===== src/rtl/mem_access_pkg.sv =====
// Shared encodings and helpers for the multi-cycle MEM-stage access controller.
package mem_access_pkg;

   // Request size encodings; 2'd3 is treated as a full data word.
   localparam logic [1:0] SZ_B = 2'd0;
   localparam logic [1:0] SZ_H = 2'd1;
   localparam logic [1:0] SZ_W = 2'd2;

   // Address bit that selects the IO region by default.
   localparam int IO_BIT_DEF = 17;

   // Writes to this register are discarded by the register file.
   localparam logic [4:0] NOP_RD = 5'd0;

   typedef enum logic [1:0] {
      ST_IDLE,
      ST_ISSUE,
      ST_WAIT,
      ST_RESP
   } st_e;

   // Number of bytes moved by a request, clamped to the data width.
   function automatic int size_bytes(input logic [1:0] size, input int nb);
      int n;
      case (size)
         SZ_B:    n = 1;
         SZ_H:    n = 2;
         SZ_W:    n = 4;
         default: n = nb;
      endcase
      return (n > nb) ? nb : n;
   endfunction

endpackage


===== src/rtl/mem_access_ctrl_if.sv =====
// Request, writeback and byte-RAM signals of the access controller.
// master = pipeline/RAM environment, slave = the controller itself.
interface mem_access_ctrl_if #(
   parameter int ADDR_W = 32,
   parameter int RAM_AW = 17,
   parameter int DATA_W = 32
);
   logic              req_valid;
   logic              req_ready;
   logic              req_we;
   logic [1:0]        req_size;
   logic              req_signed;
   logic [ADDR_W-1:0] req_addr;
   logic [DATA_W-1:0] req_wdata;
   logic [4:0]        req_rd;
   logic              flush;
   logic              io_full;
   logic [RAM_AW-1:0] ram_a;
   logic              ram_wr;
   logic [7:0]        ram_dout;
   logic [7:0]        ram_din;
   logic              resp_valid;
   logic              resp_we;
   logic [4:0]        resp_rd;
   logic [DATA_W-1:0] resp_data;
   logic              busy;

   modport master (
      output req_valid, req_we, req_size, req_signed, req_addr, req_wdata, req_rd,
             flush, io_full, ram_din,
      input  req_ready, ram_a, ram_wr, ram_dout, resp_valid, resp_we, resp_rd,
             resp_data, busy
   );

   modport slave (
      input  req_valid, req_we, req_size, req_signed, req_addr, req_wdata, req_rd,
             flush, io_full, ram_din,
      output req_ready, ram_a, ram_wr, ram_dout, resp_valid, resp_we, resp_rd,
             resp_data, busy
   );
endinterface


===== src/rtl/mem_access_ctrl_ld_ext.sv =====
// Load-result extension: bytes above the transfer size are filled with the
// sign of the top transferred byte (signed loads) or with zero.
module mem_ld_ext
   import mem_access_pkg::*;
#(
   parameter int DATA_W = 32
) (
   input  logic [DATA_W-1:0] data_i,
   input  logic [1:0]        size_i,
   input  logic              signed_i,
   output logic [DATA_W-1:0] data_o
);
   localparam int NB = DATA_W / 8;

   int   n;
   logic fill;

   // Replace every byte beyond the transfer size with the fill byte
   always_comb begin
      // NOTE: every output of a combinational block gets a default before any
      // conditional update, otherwise synthesis infers a latch.
      n      = size_bytes(size_i, NB);
      fill   = signed_i & data_i[8*n-1];
      data_o = data_i;
      for (int i = 0; i < NB; i++) begin
         if (i >= n) data_o[8*i +: 8] = {8{fill}};
      end
   end
endmodule


===== src/rtl/mem_access_ctrl.sv =====
// Serialises one load/store per transaction into byte accesses on a byte-wide
// RAM, reassembles loads little-endian and returns a registered writeback.
module mem_access_ctrl
   import mem_access_pkg::*;
#(
   parameter int ADDR_W  = 32,
   parameter int RAM_AW  = 17,
   parameter int DATA_W  = 32,
   parameter int RAM_LAT = 1,
   parameter int IO_BIT  = IO_BIT_DEF
) (
   input logic              clk,
   input logic              rst,
   mem_access_ctrl_if.slave bus
);
   localparam int NB    = DATA_W / 8;
   localparam int IDX_W = (NB > 1) ? $clog2(NB) : 1;
   localparam int CNT_W = IDX_W + 1;

   st_e               state_q, state_d;
   logic              we_q, sgn_q, io_q;
   logic [1:0]        size_q;
   logic [RAM_AW-1:0] addr_q;
   logic [DATA_W-1:0] wdata_q;
   logic [4:0]        rd_q;
   logic [CNT_W-1:0]  n_q;
   logic [IDX_W-1:0]  k_q, k_d;
   logic [RAM_AW-1:0] ram_a_q, ram_a_d;
   logic [7:0]        dout_q, dout_d;
   logic [DATA_W-1:0] data_q, data_d, ext_data;
   logic [RAM_LAT-1:0] pv_q, pv_d;
   logic [IDX_W-1:0]  pidx_q [RAM_LAT];
   logic [IDX_W-1:0]  pidx_d [RAM_LAT];
   logic              resp_valid_d, resp_valid_q, resp_we_d, resp_we_q;
   logic [4:0]        resp_rd_d, resp_rd_q;
   logic [DATA_W-1:0] resp_data_d, resp_data_q;
   logic              accept, abort, last, wr_go, cap_now, cap_last;
   logic [IDX_W-1:0]  cap_idx;
   logic              addr_hi_unused;

   assign bus.req_ready = (state_q == ST_IDLE) && !bus.flush;
   assign accept        = bus.req_valid && bus.req_ready;
   assign abort         = !we_q && bus.flush && (state_q == ST_ISSUE || state_q == ST_WAIT);
   assign last          = ({1'b0, k_q} == n_q - 1'b1);
   assign wr_go         = (state_q == ST_ISSUE) && we_q && !(io_q && bus.io_full);
   assign cap_now       = pv_q[RAM_LAT-1];
   assign cap_idx       = pidx_q[RAM_LAT-1];
   assign cap_last      = cap_now && ({1'b0, cap_idx} == n_q - 1'b1);
   assign addr_hi_unused = ^bus.req_addr;

   assign bus.ram_wr     = wr_go;
   assign bus.ram_a      = ram_a_q;
   assign bus.ram_dout   = dout_q;
   assign bus.busy       = (state_q != ST_IDLE) || bus.req_valid;
   assign bus.resp_valid = resp_valid_q;
   assign bus.resp_we    = resp_we_q;
   assign bus.resp_rd    = resp_rd_q;
   assign bus.resp_data  = resp_data_q;

   mem_ld_ext #(.DATA_W(DATA_W)) u_ext (
      .data_i   (data_d),
      .size_i   (size_q),
      .signed_i (sgn_q),
      .data_o   (ext_data)
   );

   // Next state, byte counter, RAM bus, capture pipe and response values
   always_comb begin
      state_d = state_q;
      k_d     = k_q;
      ram_a_d = ram_a_q;
      dout_d  = dout_q;
      data_d  = data_q;
      pv_d[0]   = 1'b0;
      pidx_d[0] = k_q;
      for (int i = 1; i < RAM_LAT; i++) begin
         pv_d[i]   = pv_q[i-1];
         pidx_d[i] = pidx_q[i-1];
      end
      if (cap_now) data_d[8*int'(cap_idx) +: 8] = bus.ram_din;

      unique case (state_q)
         ST_IDLE: begin
            if (accept) begin
               state_d = ST_ISSUE;
               k_d     = '0;
               ram_a_d = bus.req_addr[RAM_AW-1:0];
               dout_d  = bus.req_wdata[7:0];
               data_d  = '0;
            end
         end
         ST_ISSUE: begin
            if (abort) begin
               state_d = ST_IDLE;
            end else if (we_q) begin
               if (wr_go) begin
                  if (last) begin
                     state_d = ST_RESP;
                  end else begin
                     k_d     = k_q + 1'b1;
                     ram_a_d = addr_q + RAM_AW'(k_q) + RAM_AW'(1);
                     dout_d  = wdata_q[8*(int'(k_q)+1) +: 8];
                  end
               end
            end else begin
               pv_d[0] = 1'b1;
               if (io_q || last) begin
                  state_d = ST_WAIT;
               end else begin
                  k_d     = k_q + 1'b1;
                  ram_a_d = addr_q + RAM_AW'(k_q) + RAM_AW'(1);
               end
            end
         end
         ST_WAIT: begin
            if (abort) begin
               state_d = ST_IDLE;
            end else if (cap_last) begin
               state_d = ST_RESP;
            end else if (io_q && cap_now) begin
               state_d = ST_ISSUE;
               k_d     = k_q + 1'b1;
               ram_a_d = addr_q + RAM_AW'(k_q) + RAM_AW'(1);
            end
         end
         ST_RESP: state_d = ST_IDLE;
         default: state_d = ST_IDLE;
      endcase

      if (abort) pv_d = '0;

      resp_valid_d = (state_d == ST_RESP);
      resp_we_d    = resp_valid_d && !we_q && (rd_q != NOP_RD);
      resp_rd_d    = resp_valid_d ? rd_q : NOP_RD;
      resp_data_d  = (resp_valid_d && !we_q) ? ext_data : '0;
   end

   // FSM, counters, held bus values, assembled data and response registers
   always_ff @(posedge clk or negedge rst) begin
      // NOTE: sequential state uses non-blocking assignments so every register
      // samples the pre-edge values regardless of statement order.
      if (!rst) begin
         state_q      <= ST_IDLE;
         k_q          <= '0;
         ram_a_q      <= '0;
         dout_q       <= '0;
         data_q       <= '0;
         pv_q         <= '0;
         resp_valid_q <= 1'b0;
         resp_we_q    <= 1'b0;
         resp_rd_q    <= '0;
         resp_data_q  <= '0;
      end else begin
         state_q      <= state_d;
         k_q          <= k_d;
         ram_a_q      <= ram_a_d;
         dout_q       <= dout_d;
         data_q       <= data_d;
         pv_q         <= pv_d;
         resp_valid_q <= resp_valid_d;
         resp_we_q    <= resp_we_d;
         resp_rd_q    <= resp_rd_d;
         resp_data_q  <= resp_data_d;
      end
   end

   // Byte index travelling alongside each outstanding read
   always_ff @(posedge clk) begin
      // NOTE: no reset here; an index is only consumed when its valid bit in
      // pv_q is set, and those valid bits are reset.
      for (int i = 0; i < RAM_LAT; i++) pidx_q[i] <= pidx_d[i];
   end

   // Request fields latched on acceptance
   always_ff @(posedge clk or negedge rst) begin
      if (!rst) begin
         we_q    <= 1'b0;
         sgn_q   <= 1'b0;
         io_q    <= 1'b0;
         size_q  <= SZ_B;
         addr_q  <= '0;
         wdata_q <= '0;
         rd_q    <= NOP_RD;
         n_q     <= '0;
      end else if (accept) begin
         we_q    <= bus.req_we;
         sgn_q   <= bus.req_signed;
         io_q    <= bus.req_addr[IO_BIT];
         size_q  <= bus.req_size;
         addr_q  <= bus.req_addr[RAM_AW-1:0];
         wdata_q <= bus.req_wdata;
         rd_q    <= bus.req_rd;
         n_q     <= CNT_W'(size_bytes(bus.req_size, NB));
      end
   end
endmodule


===== src/flat_wrapper.sv =====
// flat-port wrapper written by rule: the top's interface ports become plain ports
module mem_access_ctrl_flat import mem_access_pkg::*;
#(
   parameter int ADDR_W  = 32,
   parameter int RAM_AW  = 17,
   parameter int DATA_W  = 32,
   parameter int RAM_LAT = 1,
   parameter int IO_BIT  = IO_BIT_DEF
)
  (clk, rst, bus_req_valid, bus_req_we, bus_req_size, bus_req_signed, bus_req_addr, bus_req_wdata, bus_req_rd, bus_flush, bus_io_full, bus_ram_din, bus_req_ready, bus_ram_a, bus_ram_wr, bus_ram_dout, bus_resp_valid, bus_resp_we, bus_resp_rd, bus_resp_data, bus_busy);
  mem_access_ctrl_if #(.ADDR_W(ADDR_W), .RAM_AW(RAM_AW), .DATA_W(DATA_W)) bus_i ();
  input logic clk;
  input logic rst;
  input wire logic [$bits(bus_i.req_valid)-1:0] bus_req_valid;
  input wire logic [$bits(bus_i.req_we)-1:0] bus_req_we;
  input wire logic [$bits(bus_i.req_size)-1:0] bus_req_size;
  input wire logic [$bits(bus_i.req_signed)-1:0] bus_req_signed;
  input wire logic [$bits(bus_i.req_addr)-1:0] bus_req_addr;
  input wire logic [$bits(bus_i.req_wdata)-1:0] bus_req_wdata;
  input wire logic [$bits(bus_i.req_rd)-1:0] bus_req_rd;
  input wire logic [$bits(bus_i.flush)-1:0] bus_flush;
  input wire logic [$bits(bus_i.io_full)-1:0] bus_io_full;
  input wire logic [$bits(bus_i.ram_din)-1:0] bus_ram_din;
  output wire logic [$bits(bus_i.req_ready)-1:0] bus_req_ready;
  output wire logic [$bits(bus_i.ram_a)-1:0] bus_ram_a;
  output wire logic [$bits(bus_i.ram_wr)-1:0] bus_ram_wr;
  output wire logic [$bits(bus_i.ram_dout)-1:0] bus_ram_dout;
  output wire logic [$bits(bus_i.resp_valid)-1:0] bus_resp_valid;
  output wire logic [$bits(bus_i.resp_we)-1:0] bus_resp_we;
  output wire logic [$bits(bus_i.resp_rd)-1:0] bus_resp_rd;
  output wire logic [$bits(bus_i.resp_data)-1:0] bus_resp_data;
  output wire logic [$bits(bus_i.busy)-1:0] bus_busy;
  assign bus_i.req_valid = bus_req_valid;
  assign bus_i.req_we = bus_req_we;
  assign bus_i.req_size = bus_req_size;
  assign bus_i.req_signed = bus_req_signed;
  assign bus_i.req_addr = bus_req_addr;
  assign bus_i.req_wdata = bus_req_wdata;
  assign bus_i.req_rd = bus_req_rd;
  assign bus_i.flush = bus_flush;
  assign bus_i.io_full = bus_io_full;
  assign bus_i.ram_din = bus_ram_din;
  assign bus_req_ready = bus_i.req_ready;
  assign bus_ram_a = bus_i.ram_a;
  assign bus_ram_wr = bus_i.ram_wr;
  assign bus_ram_dout = bus_i.ram_dout;
  assign bus_resp_valid = bus_i.resp_valid;
  assign bus_resp_we = bus_i.resp_we;
  assign bus_resp_rd = bus_i.resp_rd;
  assign bus_resp_data = bus_i.resp_data;
  assign bus_busy = bus_i.busy;
  mem_access_ctrl #(.ADDR_W(ADDR_W), .RAM_AW(RAM_AW), .DATA_W(DATA_W), .RAM_LAT(RAM_LAT), .IO_BIT(IO_BIT)) u_core (.clk(clk), .rst(rst), .bus(bus_i));
endmodule

===== config.mk =====
export PLATFORM = sky130hd
export DESIGN_NAME = mem_access_ctrl_flat
export DESIGN_NICKNAME = d
export VERILOG_FILES = /design/src/rtl/mem_access_pkg.sv /design/src/rtl/mem_access_ctrl_if.sv /design/src/rtl/mem_access_ctrl_ld_ext.sv /design/src/rtl/mem_access_ctrl.sv /design/src/flat_wrapper.sv
export SDC_FILE = /design/constraint.sdc
export NUM_CORES = 1
export LEC_CHECK = 0
export BUFFER_PORTS_ARGS = -buffer_cell sky130_fd_sc_hd__buf_2
export CORE_MARGIN = 2
export CORE_UTILIZATION = 55
export CTS_CLUSTER_SIZE = 16
export DETAILED_ROUTE_END_ITERATION = 10
export GPL_TIMING_DRIVEN = 0
export PLACE_DENSITY = 0.8
export SLEW_MARGIN = 20
export SYNTH_ARGS = -nofsm -noshare
export SYNTH_HDL_FRONTEND = slang
export SYNTH_SLANG_ARGS = --single-unit

===== constraint.sdc =====
create_clock -name clk -period 3 [get_ports clk]
set_input_delay 0.45 -clock clk [delete_from_list [all_inputs] [get_ports clk]]
set_output_delay 0.45 -clock clk [all_outputs]
set_load 0.02 [all_outputs]

# --- Word level (Yosys, flattened, before mapping) ---
# Memory sizes are Yosys's and may differ from the RTL's.
# Cells that the tools add are included.
totals:
  reg_bits: 163
  latchBits: 0
  ramBits: 2
  mem_bits_ro: 0
  inputBits: 86
  word_cells: 139
  memories: 1
memory_table:
  columns: ["memory", "depth", "width", "read_ports", "rd_ports_with_merged_regs", "write_ports", "line", "source"]
  rows:
  - ["u_core.pidx_q", 1, 2, 1, 0, 1, "mem_access_ctrl.sv:32", "logic [IDX_W-1:0] pidx_q [RAM_LAT];"]
classes:
  addsub: 7
  multipliers: 0
  n_div: 0
  order_cmp: 7
  n_eq_ne: 19
  shift: 3
  mux: 57
  n_bitwise: 1
  reduce_logical: 26
op_table:
  columns: ["op", "n"]
  rows:
  - ["32-bit two-way mux", 6]
  - ["17-bit two-way mux", 9]
  - ["8-bit two-way mux", 9]
  - ["3-bit by 32-bit >= comparator with 1-bit output (first input constant)", 2]
  - ["17-bit one-hot mux with 3 select lines", 1]
  - ["2-bit two-way mux", 18]
  - ["5-bit negation with 33-bit output", 1]
  - ["8-bit by 33-bit variable shift with 32-bit output (first input constant)", 1]
  - ["8-bit by 33-bit indexed part select with 32-bit output", 1]
  - ["32-bit bitwise mux", 1]
  - ["1-bit by 32-bit >= comparator with 1-bit output (first input constant)", 1]
  - ["2-bit by 32-bit >= comparator with 1-bit output (first input constant)", 1]
  - ["32-bit by 4-bit > comparator with 1-bit output (second input constant)", 1]
  - ["32-bit by 7-bit < comparator with 1-bit output (second input constant)", 1]
  - ["32-bit by 32-bit indexed part select with 8-bit output", 1]
  - ["32-bit by 2-bit subtractor with 32-bit output (second input constant)", 1]
  - ["17-bit by 1-bit adder with 17-bit output (second input constant)", 1]
  - ["17-bit by 2-bit adder with 17-bit output", 1]
  - ["8-bit one-hot mux with 2 select lines", 1]
  - ["2-bit != test (second input constant)", 6]
  - ["3-bit one-hot mux with 2 select lines", 2]
  - ["1-bit logical AND", 11]
  - ["9-bit AND reduction", 1]
  - ["2-bit one-hot mux with 4 select lines", 1]
  - ["23 further kinds", 41]

# --- Logic depth before layout (Yosys ltp) ---
# An unclocked memory read counts as a cell.
logic_depth:
  ltp_word: 13
  mapped_depth: 10
  depth_no_buf: 9

# --- Modules after synthesis ---
# Synthesis repeated with hierarchy kept, for this count alone.
hier_totals:
  cells_unflattened: 777
  hier_area_um2: 7422.1
by_module_without_submodules:
  columns: ["module", "n_inst", "cells_each", "area_per_inst_um2"]
  rows:
  - ["mem_access_ctrl", 1, 696, 6926.6]
  - ["mem_ld_ext", 1, 81, 495.5]

# --- Worst setup path before layout ---
# No wires, ideal clock.
synth_timing:
  path_type: "reg2reg"
  start: "register u_core.state_q[0]"
  end: "register u_core.ram_a_q[10], in the netlist u_core.bus.ram_a[10]"
  setup_time_ps: 125
  t_arrival_ps: 2275
  t_required_ps: 2875
  path_slack_ps: 600
  path_stages_with_launch: 11
  n_path_buf: 3
  synth_period_minus_slack_ps: 2400
  cell_sequence: "dfrtp_1 -> inv_1 -> ha_1 -> buf_2 -> and3b_1 -> o21ai_0 -> and4b_1 -> and3_1 -> buf_2 -> buf_4 -> mux2_2"
synth_via:
  elab_chain_len: 5
synth_rtl:
  columns: ["element", "line", "source"]
  rows:
  - ["from (decl)", "mem_access_ctrl.sv:20", "st_e state_q, state_d;"]
  - ["from (signal assigned)", "mem_access_ctrl.sv:154", "state_q <= state_d;"]
  - ["2-bit by 1-bit == test with 1-bit output (tied with other cells)", "mem_access_ctrl.sv:43, mem_access_ctrl.sv:45, mem_access_ctrl.sv:82", null]
  - ["1-bit logical AND (tied with other cells)", "mem_access_ctrl.sv:45", "assign wr_go = (state_q == ST_ISSUE) && we_q && !(io_q && bus.io_full);"]
  - ["1-bit logical AND (on tied branches)", "mem_access_ctrl.sv:45, mem_access_ctrl.sv:42, mem_access_ctrl.sv:43", null]
  - ["3-bit != test (no source line) (tied with other cells)", null, null]
  - ["9-bit AND reduction (no source line)", null, null]
  - ["to (signal assigned)", "mem_access_ctrl.sv:156", "ram_a_q <= ram_a_d;"]
  - ["to (decl)", "mem_access_ctrl.sv:28", "logic [RAM_AW-1:0] ram_a_q, ram_a_d;"]
# Several ways; a longest one is shown, not always the timed one.
# A chain may end at the register's enable or synchronous reset.

# --- Final worst setup path ---
layout_timing:
  start: "register u_core.state_q[0]"
  end: "register u_core.ram_a_q[14], in the netlist u_core.bus.ram_a[14]"
# Same word-level chain as after synthesis.

==> run metrics <==
syn_nets 837; Worst Path Max Fanout 10; maximum vdd drop 0.0003384 V; number of placement rows 42; count leader, synth nand2_1; Critical Path RT 3300 ps; Slew HR 54.80%; area grow syn2layout 21.82%; Synth top area share 53.23%; Place WS 223.2 ps; clk_lat worst skew 420 ps; Clock Pin Slew Worst Setup and Hold Paths 60 ps; clk sinks 157; crit path time final 2818 ps; critical path launch point type flip-flop; top post-synthesis cells by area dfrtp_1 (53%), nand2_1 (9.7%), mux2_2 (4.0%); type of the worst setup path reg -> reg; routed via count 5960; commonest cells in the netlist nand2_1 (189), dfrtp_1 (155), nor2_1 (66); number of nets in the layout 996; max-slew violation count 0; initial core utilization 55.69%; final hold violation count 0; initial DRC count 379; mapped cell area 0.007287 mm²; Post-Route WL 17.63 mm; GRT Util Overall 26.38%; GR Util met2 43.86%; asr flop ratio synth 98.73%; Distinct cells, synth 60; Final HPWL DP 12.36 mm; DIE AREA 0.01419 mm²; Layout fillers 1031; CTS tree yes; # placed instances 1051; EDFF count, synth 0; vias per cell 5.513; fin worst setup slack 182.4 ps; Die Y 119.1 µm; synthesized instance count 736; average wire per standard cell 16.31 µm; CTS Buf Count 17; Pwr Density 504.8 mW/mm²; Post-Layout Cell Count 1081; vias in the first global route 5969; met3 Resource Use GR 5.077%; maxcap violations 0; flops & latches, synth 157; status completed; worst hold path class in -> reg; Mapped Avg Cell Area 9.901 µm²; final core occ 67.84%; register area share after synthesis 53.78%; met1 Use GR 34.14%; Overflow after GRT 0; Slew @ Worst Pin 677.9 ps; IO Count 153; Die Wd 119.1 µm; multi-input logic area 0.003129 mm²; gpl congestion 0.8573; RSZ-0062 raised after global routing false; DRT Pass-1 Iters 5; initial antenna violation count 1; Top Usage Layer GRT met2; Clock Tree Buf Depth 2; Diodes inserted 0; Final period util 93.92%; ys flop type dfrtp_1; # DRC 0; Max Clock Freq 0.3549 GHz; placed cell area 0.008235 mm²; post-route ant nets 0; area leader, netlist dfrtp_1; PortBufs 138; CTS root buf clkbuf_16; post-layout instance area 0.008877 mm²; skew final 7.782 ps; global-route wire length before repair 29.33 mm; pin count of the biggest net entering global routing 99; H-tree levels 4; layout cells sized above 1 24.20%; register area 0.003919 mm²; CP arrival 3120 ps; Design Power 4.481 mW; LEAKAGE 4.688 nW; endpoints failing setup 0; CP Capture Type flip-flop; Yosys warning count 0; Core Area 0.01309 mm²
==> logic make-up after synthesis <==
family / share of synthesized area (%)
AOI/OAI and AO/OA: 12.83
xor gates and xnor gates: 2.043
adders and majority gates: 2.679
buffers and inverters: 3.537
DFF: 53.78
muxes: 5.666
and+or+nand+nor: 19.47
==> stage by stage <==
step / hold slack, ps / setup TNS (ps)
floorplan: 154.4 / 0
global placement: 422.4 / -113140
detailed placement: 404.6 / 0
CTS: 203.4 / 0
global route: 221.8 / 0
finish: 213.6 / 0
==> flip-flops by register name (all words and copies together), names as in the netlist, 3 cells and up <==
| name | flops |
|---|---|
| u_core.bus.ram_a | 17 |
| u_core.data_q | 32 |
| u_core.wdata_q | 24 |
| u_core.bus.ram_dout | 8 |
| u_core.addr_q | 17 |
| u_core.bus.resp_data | 32 |
| u_core.bus.resp_rd | 5 |
| u_core.n_q | 3 |
| u_core.rd_q | 5 |
==> power breakdown <==
part / internal, mW / switching [mW]
clock: 1.44 / 0.807
combinational: 0.0435 / 0.0745
sequential: 2.12 / 0
==> path summary, 6_finish.rpt <==
check | startpoint | endpoint | slack [ps] | cells past startpoint
max in group asynchronous | rst | u_core.addr_q[11]$_DFFE_PN0P_ | 1650 | 3
hold reg to reg | u_core.k_q[0]$_DFFE_PN0P_ | u_core.pidx_q[0][0]$_DFF_P_ | 440 | 0
min in group asynchronous | rst | u_core.bus.resp_data[23]$_DFF_PN0_ | 550 | 2
hold / removal | bus_req_wdata[10] | u_core.wdata_q[10]$_DFFE_PN0P_ | 210 | 3
setup reg to reg | u_core.state_q[0]$_DFF_PN0_ | u_core.bus.ram_a[14]$_DFFE_PN0P_ | 180 | 10
setup / recovery | u_core.state_q[0]$_DFF_PN0_ | u_core.bus.ram_a[14]$_DFFE_PN0P_ | 180 | 10
==> what timing repair did <==
item | CTS | global route
buffers inserted | 0 | 0
endpoints found under the hold margin | 57 | 0
endpoints found under the setup margin | 0 | 10
hold buffers | 1 | 0
gates resized for setup | 0 | 6
==> layer usage <==
metal	share of wire, %	vias to the layer above
met5	0.045	-
met3	6.0	37
met2	50	213
li1	-	2824
met4	2.4	2
met1	42	2884
==> cells in the final DEF (no fill, tap or decap), types with 7 or more instances in the layout <==
cell type,instances
and2_1,16
dfrtp_1,155
mux2_2,26
o21a_1,9
buf_1,7
clkbuf_1,26
xor2_1,13
mux2i_1,12
a21boi_2,8
inv_1,16
nor3_1,9
o21ai_0,11
ha_1,14
a32oi_1,23
buf_2,142
a21oi_1,29
clkbuf_16,17
nand2_1,189
nand3_1,8
a22oi_1,9
nor2_1,66
or3_1,7
==> layout make-up <==
cell class,instances,share of cell area [%]
Inverter,17,0.7188
Clock inverter,8,1.579
Multi-Input combinational cell,519,35.25
Clock buffer,21,5.300
Timing Repair Buffer,140,8.316
Sequential cell,157,44.14
Buffer,43,2.213
Tap cell,176,2.481
==> critical path: stages, from the launching register on <==
cell     delay (ps)
dfrtp_1         440
inv_1           170
ha_1            310
buf_2           200
and3b_1         250
o21ai_0          80
and4b_1         230
and3_1          160
buf_2           260
buf_4           250
mux2_2          360
Power figures use the tool's default switching activity.
